[config.mk]
export PLATFORM = sky130hd
export DESIGN_NAME = sram_port_arbiter
export DESIGN_NICKNAME = d
export VERILOG_FILES = /design/src/rtl/sram_arb_pkg.sv /design/src/rtl/sram_arb_rr.sv /design/src/rtl/sram_port_arbiter.sv
export SDC_FILE = /design/constraint.sdc
export NUM_CORES = 1
export LEC_CHECK = 0
export ABC_AREA = 0
export BUFFER_PORTS_ARGS = -buffer_cell sky130_fd_sc_hd__buf_2
export CAP_MARGIN = 30
export CORE_AREA = 2 2 158 160
export CTS_CLUSTER_DIAMETER = 200
export DETAILED_ROUTE_END_ITERATION = 16
export DIE_AREA = 0 0 160 162
export PLACE_DENSITY = 0.42
export RECOVER_POWER = 100
export SKIP_LAST_GASP = 1
export SLEW_MARGIN = 10
export SYNTH_ARGS = -nofsm -noshare
export SYNTH_HDL_FRONTEND = slang
export SYNTH_HIERARCHICAL = 1
export SYNTH_SLANG_ARGS = --single-unit
[constraint.sdc]
create_clock -name clk_i -period 3.48 [get_ports clk_i]
set_input_delay 0.522 -clock clk_i [delete_from_list [all_inputs] [get_ports clk_i]]
set_output_delay 0.522 -clock clk_i [all_outputs]
set_load 0.01 [all_outputs]
[src/rtl/sram_arb_pkg.sv]
// Shared types and helpers for the SRAM port arbiter.
package sram_arb_pkg;

  // Width reserved for a requester index inside a tracker entry (up to 16 requesters).
  localparam int TrkIdxW = 4;

  // Index width needed to number n requesters (at least one bit).
  function automatic int idx_w(input int n);
    return (n > 1) ? $clog2(n) : 1;
  endfunction

  // One in-flight read: whether a read was issued and who issued it.
  typedef struct packed {
    logic               valid;
    logic [TrkIdxW-1:0] idx;
  } rd_track_t;

endpackage

[src/rtl/sram_arb_rr.sv]
// Combinational round-robin pick: first requester at or after the pointer wins.
// With SRAM_ARB_PRIO_EN defined, requester 0 always wins and the rotation
// covers requesters 1..NumReq-1 only.
module sram_arb_rr
  import sram_arb_pkg::*;
#(
  parameter int NumReq = 3,
  parameter int IdxW   = idx_w(NumReq)
) (
  input  logic [NumReq-1:0] req,
  input  logic [IdxW-1:0]   rr,
  output logic [IdxW-1:0]   winner,
  output logic [NumReq-1:0] gnt,
  output logic              any
);

  int j_s;

  // Search from the pointer, wrapping modulo NumReq, and keep the first hit.
  always_comb begin
    winner = '0;
    any    = 1'b0;
    j_s    = 0;
`ifdef SRAM_ARB_PRIO_EN
    if (req[0]) begin
      any    = 1'b1;
      winner = '0;
    end else begin
      any    = 1'b0;
    end
`endif
    for (int k = 0; k < NumReq; k++) begin
      j_s = int'(rr) + k;
      if (j_s >= NumReq) begin
        j_s = j_s - NumReq;
      end else begin
        j_s = j_s;
      end
`ifdef SRAM_ARB_PRIO_EN
      if (!any && req[j_s] && (j_s != 0)) begin
`else
      if (!any && req[j_s]) begin
`endif
        any    = 1'b1;
        winner = IdxW'(j_s);
      end else begin
        any    = any;
      end
    end
    if (any) begin
      gnt = NumReq'(1) << winner;
    end else begin
      gnt = '0;
    end
  end

endmodule

[src/rtl/sram_port_arbiter.sv]
// Shares one native SRAM port between NumReq requesters with round-robin grants
// and routes each read response back to the requester that issued it.
// Optional macro: SRAM_ARB_PRIO_EN gives requester 0 fixed priority.
module sram_port_arbiter
  import sram_arb_pkg::*;
#(
  parameter int NumReq      = 3,
  parameter int SramAw      = 15,
  parameter int DataWidth   = 32,
  parameter int ReadLatency = 1
) (
  input  logic                                clk_i,
  input  logic                                rst_ni,
  input  logic [NumReq-1:0]                   req_i,
  output logic [NumReq-1:0]                   gnt_o,
  input  logic [NumReq-1:0]                   we_i,
  input  logic [NumReq-1:0][SramAw-1:0]       addr_i,
  input  logic [NumReq-1:0][DataWidth-1:0]    wdata_i,
  input  logic [NumReq-1:0][DataWidth-1:0]    wmask_i,
  input  logic [NumReq-1:0]                   wcap_i,
  output logic [NumReq-1:0]                   rvalid_o,
  output logic [DataWidth-1:0]                rdata_o,
  output logic                                rcap_o,
  output logic                                mem_req_o,
  output logic                                mem_we_o,
  output logic [SramAw-1:0]                   mem_addr_o,
  output logic [DataWidth-1:0]                mem_wdata_o,
  output logic [DataWidth-1:0]                mem_wmask_o,
  output logic                                mem_wcap_o,
  input  logic [DataWidth-1:0]                mem_rdata_i,
  input  logic                                mem_rcap_i,
  input  logic                                mem_rvalid_i,
  output logic                                err_o
);

  localparam int              IdxW    = idx_w(NumReq);
  localparam logic [IdxW-1:0] LastIdx = IdxW'(NumReq - 1);

  logic [IdxW-1:0] rr_q;
  logic [IdxW-1:0] winner_s;
  logic            any_s;
  rd_track_t       trk_q [ReadLatency];
  rd_track_t       tail_s;
  logic            err_q;

  sram_arb_rr #(
    .NumReq (NumReq),
    .IdxW   (IdxW)
  ) u_rr (
    .req    (req_i),
    .rr     (rr_q),
    .winner (winner_s),
    .gnt    (gnt_o),
    .any    (any_s)
  );

  assign tail_s = trk_q[ReadLatency-1];
  assign err_o  = err_q;

  // Steer the winner's fields onto the SRAM port; drive zeros when idle.
  always_comb begin
    if (any_s) begin
      mem_req_o   = 1'b1;
      mem_we_o    = we_i[winner_s];
      mem_addr_o  = addr_i[winner_s];
      mem_wdata_o = wdata_i[winner_s];
      mem_wmask_o = wmask_i[winner_s];
      mem_wcap_o  = wcap_i[winner_s];
    end else begin
      mem_req_o   = 1'b0;
      mem_we_o    = 1'b0;
      mem_addr_o  = '0;
      mem_wdata_o = '0;
      mem_wmask_o = '0;
      mem_wcap_o  = 1'b0;
    end
  end

  // Route a response to the requester recorded at the tracker tail.
  always_comb begin
    rvalid_o = '0;
    for (int i = 0; i < NumReq; i++) begin
      if (tail_s.idx == TrkIdxW'(i)) begin
        rvalid_o[i] = mem_rvalid_i & tail_s.valid;
      end else begin
        rvalid_o[i] = 1'b0;
      end
    end
  end

  assign rdata_o = mem_rdata_i;
  assign rcap_o  = mem_rcap_i;

  // Advance the round-robin pointer past the requester just granted.
  always_ff @(posedge clk_i or negedge rst_ni) begin
    if (!rst_ni) begin
      rr_q <= '0;
`ifdef SRAM_ARB_PRIO_EN
    end else if (any_s && (winner_s != '0)) begin
      rr_q <= (winner_s == LastIdx) ? IdxW'(1) : winner_s + IdxW'(1);
`else
    end else if (any_s) begin
      rr_q <= (winner_s == LastIdx) ? '0 : winner_s + IdxW'(1);
`endif
    end else begin
      rr_q <= rr_q;
    end
  end

  // Shift issued reads through the latency pipeline, one stage per cycle.
  always_ff @(posedge clk_i or negedge rst_ni) begin
    if (!rst_ni) begin
      for (int s = 0; s < ReadLatency; s++) begin
        trk_q[s] <= '0;
      end
    end else begin
      trk_q[0].valid <= mem_req_o & ~mem_we_o;
      trk_q[0].idx   <= TrkIdxW'(winner_s);
      for (int s = 1; s < ReadLatency; s++) begin
        trk_q[s] <= trk_q[s-1];
      end
    end
  end

  // Latch any disagreement between SRAM response and tracked reads until reset.
  always_ff @(posedge clk_i or negedge rst_ni) begin
    if (!rst_ni) begin
      err_q <= 1'b0;
    end else if (mem_rvalid_i != tail_s.valid) begin
      err_q <= 1'b1;
    end else begin
      err_q <= err_q;
    end
  end

endmodule

# Word-level counts from Yosys, hierarchy flattened
# Index checks and enable logic that the tools add are counted.
# W data, S select, Z words.
# op_classes
add_sub_neg	6
multipliers	0
n_div	0
order_cmp	7
eq_ne	4
n_shift	1
n_mux	39
bitwise	3
reduce_logical	5
# ops
cell	count
$mux W32	7
$bmux W32 S2	2
$lt A32 B4 Y1 const B	3
$ge A32 B3 Y1 const B	2
$sub A32 B3 Y32 const B	2
$bmux W15 S2	1
$mux W15	2
$mux W1	17
$bmux W1 S2	5
$mux W2	4
$eq A2 B2 Y1 const B	2
$logic_not A4 Y1	1
$add A2 B1 Y3 const B	1
$add A2 B2 Y3 const B	1
$lt A2 B3 Y1 const B	1
$mux W3	1
$shl A1 B2 Y3 const A	1
$sub A2 B2 Y3 const B	1
$add A2 B1 Y2 const B	1
$and A1 B1 Y1	2
$eq A2 B1 Y1 const B	1
$ge A2 B2 Y1 const B	1
$logic_and A1 B1 Y1	2
$logic_not A1 Y1	2
other kinds (2)	2
# totals
register_bits	6
latch_bits	0
ramBits	0
rom_bits	0
input_bits	282
out_inout_bits	122
elab_cells	69
memories	0

# Longest topological paths before layout
# Gate-level depths: netlist of run 1.
# logic_depth
ltp_word	17
ltp_mapped	13
depth_no_buf	9

# Cells and area by module
# Netlist of run 1, hierarchy kept.
# by_module_without_submodules
module	n_inst	cells_per_inst	area_per_inst_um2	seq_area_each_um2
sram_port_arbiter	1	419	3095.5	150.1
sram_arb_rr	1	45	326.6	0.0

# Least setup slack after synthesis of run 1
# Ideal clock, no wire load.
# synth_path
path_kind	register to output
from	register rr_q[0]
to	output port mem_addr_o[9]
t_arrival_ps	2266
required_ps	2958
slack_ps	692
stages_incl_launch_ff	14
cell_sequence	dfrtp_1 > inv_1 > ha_1 > buf_2 > o22ai_1 > a32o_1 > o31ai_2 > and2_1 > buf_4 > buf_6 > buf_2 > nand3b_1 > o21ai_1 > and2_1
# synth_via
elab_chain_len	15
elab_cells_between_ends	33
# synth_lines
element	line	rtl
start, declared	sram_port_arbiter.sv:39	logic [IdxW-1:0] rr_q;
start signal, assigned	sram_port_arbiter.sv:103	rr_q <= (winner_s == LastIdx) ? '0 : winner_s + IdxW'(1);
start signal, assigned	sram_port_arbiter.sv:106	rr_q <= rr_q;
parallel branches: the longest is 11 deep, another holds $sub A32 B3 Y32	--	
$mux W2 *	sram_arb_rr.sv:42	if (!any && req[j_s]) begin
net winner_s[0]	sram_port_arbiter.sv:40	logic [IdxW-1:0] winner_s;
$bmux W15 S2 *	sram_port_arbiter.sv:65	mem_addr_o = addr_i[winner_s];
$mux W15 (not written as such) *	sram_port_arbiter.sv:65	
$mux W15 *	sram_port_arbiter.sv:62	if (any_s) begin
end, declared	sram_port_arbiter.sv:26	output logic [SramAw-1:0] mem_addr_o,
# Mark *: on every way through the listed nets, which the timed path passes. The select of a mux whose other input is x is not followed.

# Worst setup path after layout of run 1
# layout_path
from	register rr_q[0]
to	output port mem_addr_o[6]
# Same word-level chain as after synthesis.

==> results of run 1 <==
-- placed cells by master, fill, tap and decap left out, drive strengths merged, types with 2 or more instances in the layout --
cell      n
a21oi     3
inv       3
dfrtp     6
o21ai    84
nor2      4
and3b     2
mux2      2
nor2b     3
nand2     4
nand3b   83
buf     363
nand2b    3
ha        5
o21a      2
mux2i    84
clkbuf   11
and2     85
nand3     3
-- routing by layer --
metal	vias to the layer above	wire (um)
met5	-	0
met4	0	608
met3	40	1260
met2	224	7660
met1	1901	6120
li1	2186	-
-- worst min path at each step --
| stage | start | cells after the start | to |
|---|---|---|---|
| floorplan | rst_ni | 0 | err_o |
| global placement | rst_ni | 1 | rr_q[0] |
| detailed placement | rst_ni | 1 | rr_q[0] |
| CTS | rst_ni | 1 | rr_q[1] |
| global route | rst_ni | 1 | tail_s[1] |
| finish | rst_ni | 1 | rr_q[0] |
-- cell usage after synthesis (2+ instances only) --
cell,count,area [um2]
nor2_1,4,15.0
nor2b_1,3,18.8
nand3b_1,83,623
nand2b_1,2,12.5
mux2_2,2,22.5
o21ai_1,70,350
and3b_1,2,17.5
dfrtp_1,6,150
clkbuf_1,17,63.8
buf_8,3,45.0
nand2_1,4,15.0
o21ai_0,14,70.1
mux2i_1,84,841
nand3_1,3,15.0
ha_1,5,62.6
a21oi_1,2,10.0
and2_1,85,532
buf_4,36,270
o21a_1,2,15.0
inv_1,3,11.3
buf_6,8,90.1
buf_2,16,80.1
-- state kept, by name, summed over array words and instances, names as in the netlist --
| name | count |
|---|---|
| tail_s | 3 |
| err_o | 1 |
| rr_q | 2 |
-- critical path: stages, from the launching register on --
cell	delay (ns)
dfrtp_1	0.38
inv_1	0.10
ha_4	0.32
mux2_2	0.38
o211ai_1	0.10
and2_4	0.27
buf_16	0.19
buf_4	0.13
mux2i_1	0.31
o21ai_1	0.12
and2_1	0.16
buf_2	0.13
-- cell families after synthesis --
| kind of cell | share of synthesized area (%) |
|---|---|
| AND/OR/NAND/NOR | 37.3 |
| AO/OA/AOI/OAI | 14.9 |
| multiplexers | 25.2 |
| buffers and inverters | 16.4 |
| flip-flops | 4.39 |
| adder cells (fa/ha/maj) | 1.83 |
-- timing repair --
action,in CTS,in global routing
buffers inserted,0,14
hold endpoints to repair,0,0
hold buffers,0,0
setup endpoints to repair,2,81
cloned,1,3
pin swaps,0,3
gates resized for setup,1,10
-- report_power, final --
part | switching (W) | internal [W]
sequential | 0.0000217 | 0.000104
clock | 0.0000368 | 0.000147
combinational | 0.00383 | 0.00384
-- through the flow --
step	TNS, ns	cell area (um2)	hold WS, ns	power, W	setup WS [ns]
5_1_grt	-0.0237	5520	0.199	0.00873	-0.0237
2_1_floorplan	0	3420	0.226	0.00503	0.692
6_report	0	5520	0.173	0.00798	0.134
3_3_place_gp	0	5190	0.356	0.00717	0.191
4_1_cts	0	5310	0.119	0.00751	0.00297
3_5_place_dp	0	5190	0.357	0.00714	0.203
-- area by class of cell --
type | instances | area share (%)
clock buffer | 3 | 1.36
inverter | 3 | 0.204
multi-input combinational | 375 | 49.6
sequential | 6 | 2.74
tap | 324 | 7.34
timing repair buffer | 372 | 38.7
==> impl_metrics.json, run 1 <==
{
  "finalWirelength_um": 15600,
  "utilization_pct": 22.9,
  "path_class": "reg -> out",
  "crit_fanout": 17,
  "clk_path_buf_depth": 2,
  "tritoncts": "yes",
  "maxCapViolCount": 0,
  "place_congestion": 0.792,
  "outcome": "finished, final reports clean",
  "dp_cells": 1062,
  "clock_sinks": 6,
  "drive_above_1_share_pct": 50.7,
  "crit_end": "mem_addr_o[6]",
  "crit_start": "rr_q[0]",
  "layout_min_cycle_time_ns": 3.35,
  "grt_use_met3_pct": 2.40,
  "ff2ff_path_depth": 9,
  "wire_per_inst_um": 14.4,
  "multi_input_area_um2": 2740,
  "slew_headroom_pct": 74.5,
  "first_pass_iters": 4,
  "core-area_um2": 24100,
  "vias_per_cell": 4.02,
  "fin_crit_sh_pct": 96.2,
  "portBuffers": 337,
  "grt_pass1_vias": 4228,
  "clock_latency_ns": 0.22,
  "rows": 57,
  "r2r_setup_slack_ns": 1.00,
  "track_usage_pct": 10.5,
  "antenna_found_initial": 0,
  "dp_hpwl_um": 11800,
  "grtUsageMet1_pct": 11.9,
  "vias": 4351,
  "async_reset_ff_share_pct": 100,
  "synth_warnings": 6,
  "synth-edff-count": 0,
  "clkSlewWorstSetupHoldPaths_ns": 0.03,
  "leakagePower_nw": 2.63,
  "power_density_nw_per_um2": 1440,
  "synth.avg_cell_area_um2": 7.38,
  "finalHoldViolations": 0,
  "seq_area_frac_synth_pct": 4.39,
  "clock.fmax_mhz": 299,
  "worstPathArrival_ns": 2.82,
  "cts_made_buffers": 3,
  "drtIter0Drc": 138,
  "ant_nets": 0,
  "die_h_um": 162,
  "regArea_um2": 151,
  "hp-class": "in -> async",
  "cp-end-kind": "output port",
  "grt_max_degree": 87,
  "r2r-start": "rr_q[0]",
  "start_util_pct": 14.2,
  "peakVddDrop_v": 0.000799,
  "start_kind": "register",
  "crit_required_ns": 2.96,
  "num-nets-final": 1048,
  "cts-root-buf": "clkbuf_16",
  "pin_count": 404,
  "rsz0062_at_grt": "true",
  "die_width_um": 160,
  "drc": 0,
  "slew_viol_final": 0,
  "worst_pin_slew_ns": 0.379,
  "layoutNonFillerInstCount": 1083,
  "diodes": 0,
  "syn_inst": 464,
  "netlist_area_um2": 3420,
  "die_area_um2": 25900,
  "grt_first_pass_wirelength_um": 22200,
  "skew_ns": 0.000517,
  "h-tree-depth": 1,
  "area.growth.synth_to_final_pct": 61.4,
  "grt_use_met2_pct": 18.9,
  "overflow": 0,
  "synth_seq_cells": 6,
  "syn-num-nets": 751,
  "grt-busiest-layer": "met2",
  "reg2reg_to": "rr_q[0]",
  "fillers": 2760,
  "report.final.setup_viol": 0,
  "ys_types": 32,
  "synthFlopType": "dfrtp_1"
}
(Power assumes the default switching activity.)
==> run 2: changes to the inputs <==
Settings changed: MAX_ROUTING_LAYER set to met4.
==> impl_metrics.json, run 2 (same netlist as run 1, synthesis figures left out) <==
{
  "crit_required_ns": 2.96,
  "core-area_um2": 24100,
  "maxCapViolCount": 0,
  "fin_hold_ws_ns": 0.173,
  "crit_fanout": 17,
  "clock_sinks": 6,
  "vias_per_cell": 4.04,
  "hp-class": "in -> async",
  "clock.fmax_mhz": 300,
  "track_usage_pct": 10.8,
  "layout_setup_ws_ns": 0.143,
  "overflow": 0,
  "stdcell_area_um2": 5520,
  "die_h_um": 162,
  "utilization_pct": 22.9,
  "h-tree-depth": 1,
  "highest_layer": "met4",
  "first_pass_iters": 4,
  "dp_cells": 1062,
  "ff2ff_path_depth": 10,
  "skew_ns": 0.000514,
  "finalHoldViolations": 0,
  "grt_max_degree": 87,
  "grt_pass1_vias": 4236,
  "outcome": "finished, final reports clean",
  "wl_met1_um": 6100,
  "clk_path_buf_depth": 2,
  "clkSlewWorstSetupHoldPaths_ns": 0.03,
  "leakagePower_nw": 2.63,
  "dp_slack_ns": 0.203,
  "antenna_found_initial": 0,
  "worstPathArrival_ns": 2.82,
  "fin_crit_sh_pct": 95.9,
  "place_area_um2": 5190,
  "wl_met2_um": 7690,
  "report.final.setup_viol": 0,
  "num-nets-final": 1048,
  "layoutNonFillerInstCount": 1083,
  "rows": 57,
  "tritoncts": "yes",
  "portBuffers": 337,
  "power_density_nw_per_um2": 1440,
  "clock_latency_ns": 0.22,
  "area.growth.synth_to_final_pct": 61.4,
  "start_util_pct": 14.2,
  "slew_headroom_pct": 74.2,
  "peakVddDrop_v": 0.000799,
  "pin_count": 404,
  "start_kind": "register",
  "die_area_um2": 25900,
  "ant_nets": 0,
  "dp_hpwl_um": 11800,
  "grt_first_pass_wirelength_um": 22100,
  "place_congestion": 0.803,
  "drc": 0,
  "drive_above_1_share_pct": 50.7,
  "layout_commonest_cell": "buf_2",
  "wire_per_inst_um": 14.4,
  "cts_made_buffers": 3,
  "dr_wl_met3_um": 1200,
  "cts-root-buf": "clkbuf_16",
  "largest_register_ffs": 3,
  "cp-end-kind": "output port",
  "path_class": "reg -> out",
  "final_cell_mix": "332 x buf_2, 83 x mux2i_1, 83 x nand3b_1, 83 x and2_1, 71 x o21ai_1",
  "layout_min_cycle_time_ns": 3.34,
  "worst_pin_slew_ns": 0.382,
  "slew_viol_final": 0,
  "drtIter0Drc": 115,
  "diodes": 0,
  "rsz0062_at_grt": "true",
  "vias": 4372,
  "finalWirelength_um": 15600,
  "die_width_um": 160
}
-- run 2: cell counts in the layout (fill, tap and decap cells not counted) --
No cell type changed its count.
-- run 2: through the flow --
stage	setup TNS, ns	total power (W)
detailed placement	0	0.00714
global route	-0.0234	0.00873
CTS	0	0.00751
floorplan	0	0.00503
global placement	0	0.00717
finish	0	0.00798
-- run 2: worst max-delay path, stage by stage, from the launching register on --
cell and delay [ns]:
dfrtp_1 0.38, inv_1 0.10, ha_4 0.32, mux2_2 0.38
o211ai_1 0.10, and2_4 0.27, buf_16 0.18, buf_4 0.12
mux2i_1 0.31, o21ai_1 0.12, and2_1 0.16, buf_2 0.13
-- run 2: layout make-up --
class | instances | area (um2)
Clock buffer | 3 | 75.1
Fill cell | 2760 | 18600
Inverter | 3 | 11.3
Multi-Input combinational cell | 375 | 2740
Sequential cell | 6 | 151
Tap cell | 324 | 405
Timing Repair Buffer | 372 | 2140
-- run 2: layer usage --
metal | up-vias | track usage [%]
li1 | 2187 | -
met1 | 1907 | 12.1
met2 | 236 | 19.0
met3 | 42 | 1.94
met4 | 0 | 4.46
met5 | - | -
-- run 2: path summary, 6_finish.rpt --
kind,slack [ns],endpoint,startpoint
max,0.14,mem_addr_o[6],rr_q[0]
min,0.17,rr_q[0],rst_ni
max reg2reg,0.99,rr_q[0],rr_q[0]
min reg2reg,0.46,err_o,err_o
max in group asynchronous,3.03,rr_q[1],rst_ni
min in group clk_i,0.46,err_o,err_o
-- run 2: power breakdown --
part / total (W) / switching (W) / leakage (nW) / internal (W)
sequential: 0.000125 / 0.0000217 / 0.0689 / 0.000104
combinational: 0.00767 / 0.00383 / 2.53 / 0.00384
clock: 0.000184 / 0.0000368 / 0.0370 / 0.000147
-- run 2: timing repair --
item                       CTS  global route
gates resized for setup      1            10
setup endpoints to repair    2            81
buffers inserted             0            14
cloned                       1             3
pin swaps                    0             3
hold buffers                 0             0
==> run 3: changes to the inputs <==
Settings changed: PLACE_DENSITY 0.42 to 0.46, TNS_END_PERCENT set to 30.
==> impl_metrics.json, run 3 (same netlist as run 1, synthesis figures left out) <==
{
  "clkPwrFrac_pct": 2.5,
  "ant_nets": 0,
  "seqPwrFrac_pct": 1.7,
  "worstPathArrival_ns": 2.86,
  "tritoncts": "yes",
  "clock_latency_ns": 0.23,
  "layout_min_cycle_time_ns": 3.38,
  "dp_cells": 1057,
  "first_pass_iters": 6,
  "layout_setup_ws_ns": 0.0964,
  "p_sw_w": 0.00370,
  "r2r_setup_slack_ns": 1.01,
  "fin_crit_sh_pct": 97.2,
  "h-tree-depth": 1,
  "diodes": 0,
  "grt-busiest-layer": "met2",
  "grt_max_degree": 85,
  "rows": 57,
  "final_cell_mix": "331 x buf_2, 83 x mux2i_1, 83 x nand3b_1, 83 x and2_1, 71 x o21ai_1",
  "report.final.setup_viol": 0,
  "cts-root-buf": "clkbuf_16",
  "pin_count": 404,
  "layout_commonest_cell": "buf_2",
  "die_area_um2": 25900,
  "hold_buffers": 0,
  "place_congestion": 0.813,
  "die_width_um": 160,
  "largest_register_ffs": 3,
  "area.growth.synth_to_final_pct": 54.7,
  "skew_ns": 0.00316,
  "grtUsageMet1_pct": 10.6,
  "drtIter0Drc": 188,
  "grt_pass1_vias": 4223,
  "comb_power_share_pct": 95.8,
  "core-area_um2": 24100,
  "stdcell_area_um2": 5300,
  "dp_slack_ns": 0.244,
  "power_w": 0.00732,
  "outcome": "finished, final reports clean",
  "reg2reg_to": "rr_q[0]",
  "slowest_delay_ns": 0.38,
  "start_kind": "register",
  "track_usage_pct": 10.0,
  "crit_slowest_cell": "dfrtp_1",
  "hp-class": "in -> async",
  "cts_made_buffers": 3,
  "clock_sinks": 6,
  "dp_hpwl_um": 11500,
  "crit_required_ns": 2.96,
  "rsz0062_at_grt": "true",
  "die_h_um": 162,
  "ff2ff_path_depth": 9,
  "grt_first_pass_wirelength_um": 20900,
  "clock.fmax_mhz": 296,
  "antenna_found_initial": 0,
  "maxCapViolCount": 0,
  "fin_hold_ws_ns": 0.163,
  "clkSlewWorstSetupHoldPaths_ns": 0.03,
  "power_density_nw_per_um2": 1380,
  "num-nets-final": 1029,
  "leakagePower_nw": 2.50,
  "worst_pin_slew_ns": 0.433,
  "p_sw_share_pct": 50.5,
  "drive_above_1_share_pct": 49.2,
  "r2r-start": "rr_q[0]",
  "crit_fanout": 73,
  "cp-end-kind": "output port",
  "finalWirelength_um": 14200,
  "slew_headroom_pct": 71.2,
  "place_area_um2": 5130,
  "clk_path_buf_depth": 2,
  "vias_per_cell": 4.04,
  "p_int_w": 0.00362,
  "drc": 0,
  "slew_viol_final": 0,
  "overflow": 0,
  "layoutNonFillerInstCount": 1064,
  "portBuffers": 337,
  "vias": 4302,
  "regArea_um2": 151,
  "path_class": "reg -> out",
  "grt_use_met3_pct": 1.69,
  "wire_per_inst_um": 13.4,
  "peakVddDrop_v": 0.000665,
  "finalHoldViolations": 0,
  "multi_input_area_um2": 2740,
  "grt_use_met2_pct": 18.5,
  "fillers": 2778,
  "start_util_pct": 14.2,
  "crit_chain": "inv_1 > ha_4 > mux2_2 > o211ai_1 > and2_4 > buf_16 > mux2i_1 > o21ai_1 > and2_1 > buf_2"
}
[run 3: cell count changes in the layout (fill, tap and decap cells not counted), sizes merged]
cell,delta
bufbuf,-1
buf,-18
[run 3: worst max path at each step]
| stage | start | to | slack [ns] | cells past startpoint |
|---|---|---|---|---|
| global placement | rr_q[0] | mem_wdata_o[20] | 0.25 | 10 |
| CTS | rr_q[0] | mem_wmask_o[8] | 0.01 | 11 |
| global route | rr_q[0] | mem_wmask_o[22] | -0.05 | 11 |
| finish | rr_q[0] | mem_wdata_o[20] | 0.1 | 10 |
| floorplan | rr_q[0] | mem_addr_o[9] | 0.69 | 13 |
| detailed placement | rr_q[0] | mem_wmask_o[8] | 0.24 | 11 |
[run 3: final cells by class]
class                           instances  share of cell area (%)
Multi-Input combinational cell        375                    51.7
Timing Repair Buffer                  353                    36.1
Tap cell                              324                    7.66
Sequential cell                         6                    2.86
Clock buffer                            3                    1.42
Inverter                                3                   0.213
[run 3: timing repair]
item | 4_1_cts | 5_1_grt
gates resized for setup | 1 | 7
endpoints found under the setup margin | 1 | 81
buffers inserted | 0 | 2
gates cloned | 0 | 2
pin swaps | 0 | 1
[run 3: critical path: cells and delay by family (launching register included)]
family / cells / cell delay, ns
buffers and inverters: 3 / 0.51
AOI/OAI and AO/OA: 2 / 0.19
muxes: 2 / 0.73
adders and majority gates: 1 / 0.32
DFF: 1 / 0.38
and+or+nand+nor: 2 / 0.38
[run 3: metrics by stage]
step,util (%),setup TNS [ns]
floorplan,-,0
global placement,21.3,0
detailed placement,21.3,0
CTS,21.6,0
global route,22.0,-0.334
finish,22.0,0
[run 3: per-layer routing]
| layer | part of all wire, % | routed length, um | vias up |
|---|---|---|---|
| met1 | 38 | 5480 | 1892 |
| met3 | 7.9 | 1130 | 32 |
| li1 | - | - | 2151 |
| met5 | 0 | 0 | - |
| met2 | 49 | 7030 | 227 |
| met4 | 4.3 | 611 | 0 |
[run 3: power by group through the flow]
| stage | registers (W) | clock network (W) | logic [W] |
|---|---|---|---|
| floorplan | 0.000118 | 0 | 0.00492 |
| global placement | 0.000121 | 0 | 0.00684 |
| detailed placement | 0.000122 | 0 | 0.00681 |
| CTS | 0.000121 | 0.000192 | 0.00683 |
| global route | 0.000130 | 0.000196 | 0.00773 |
| finish | 0.000125 | 0.000186 | 0.00701 |
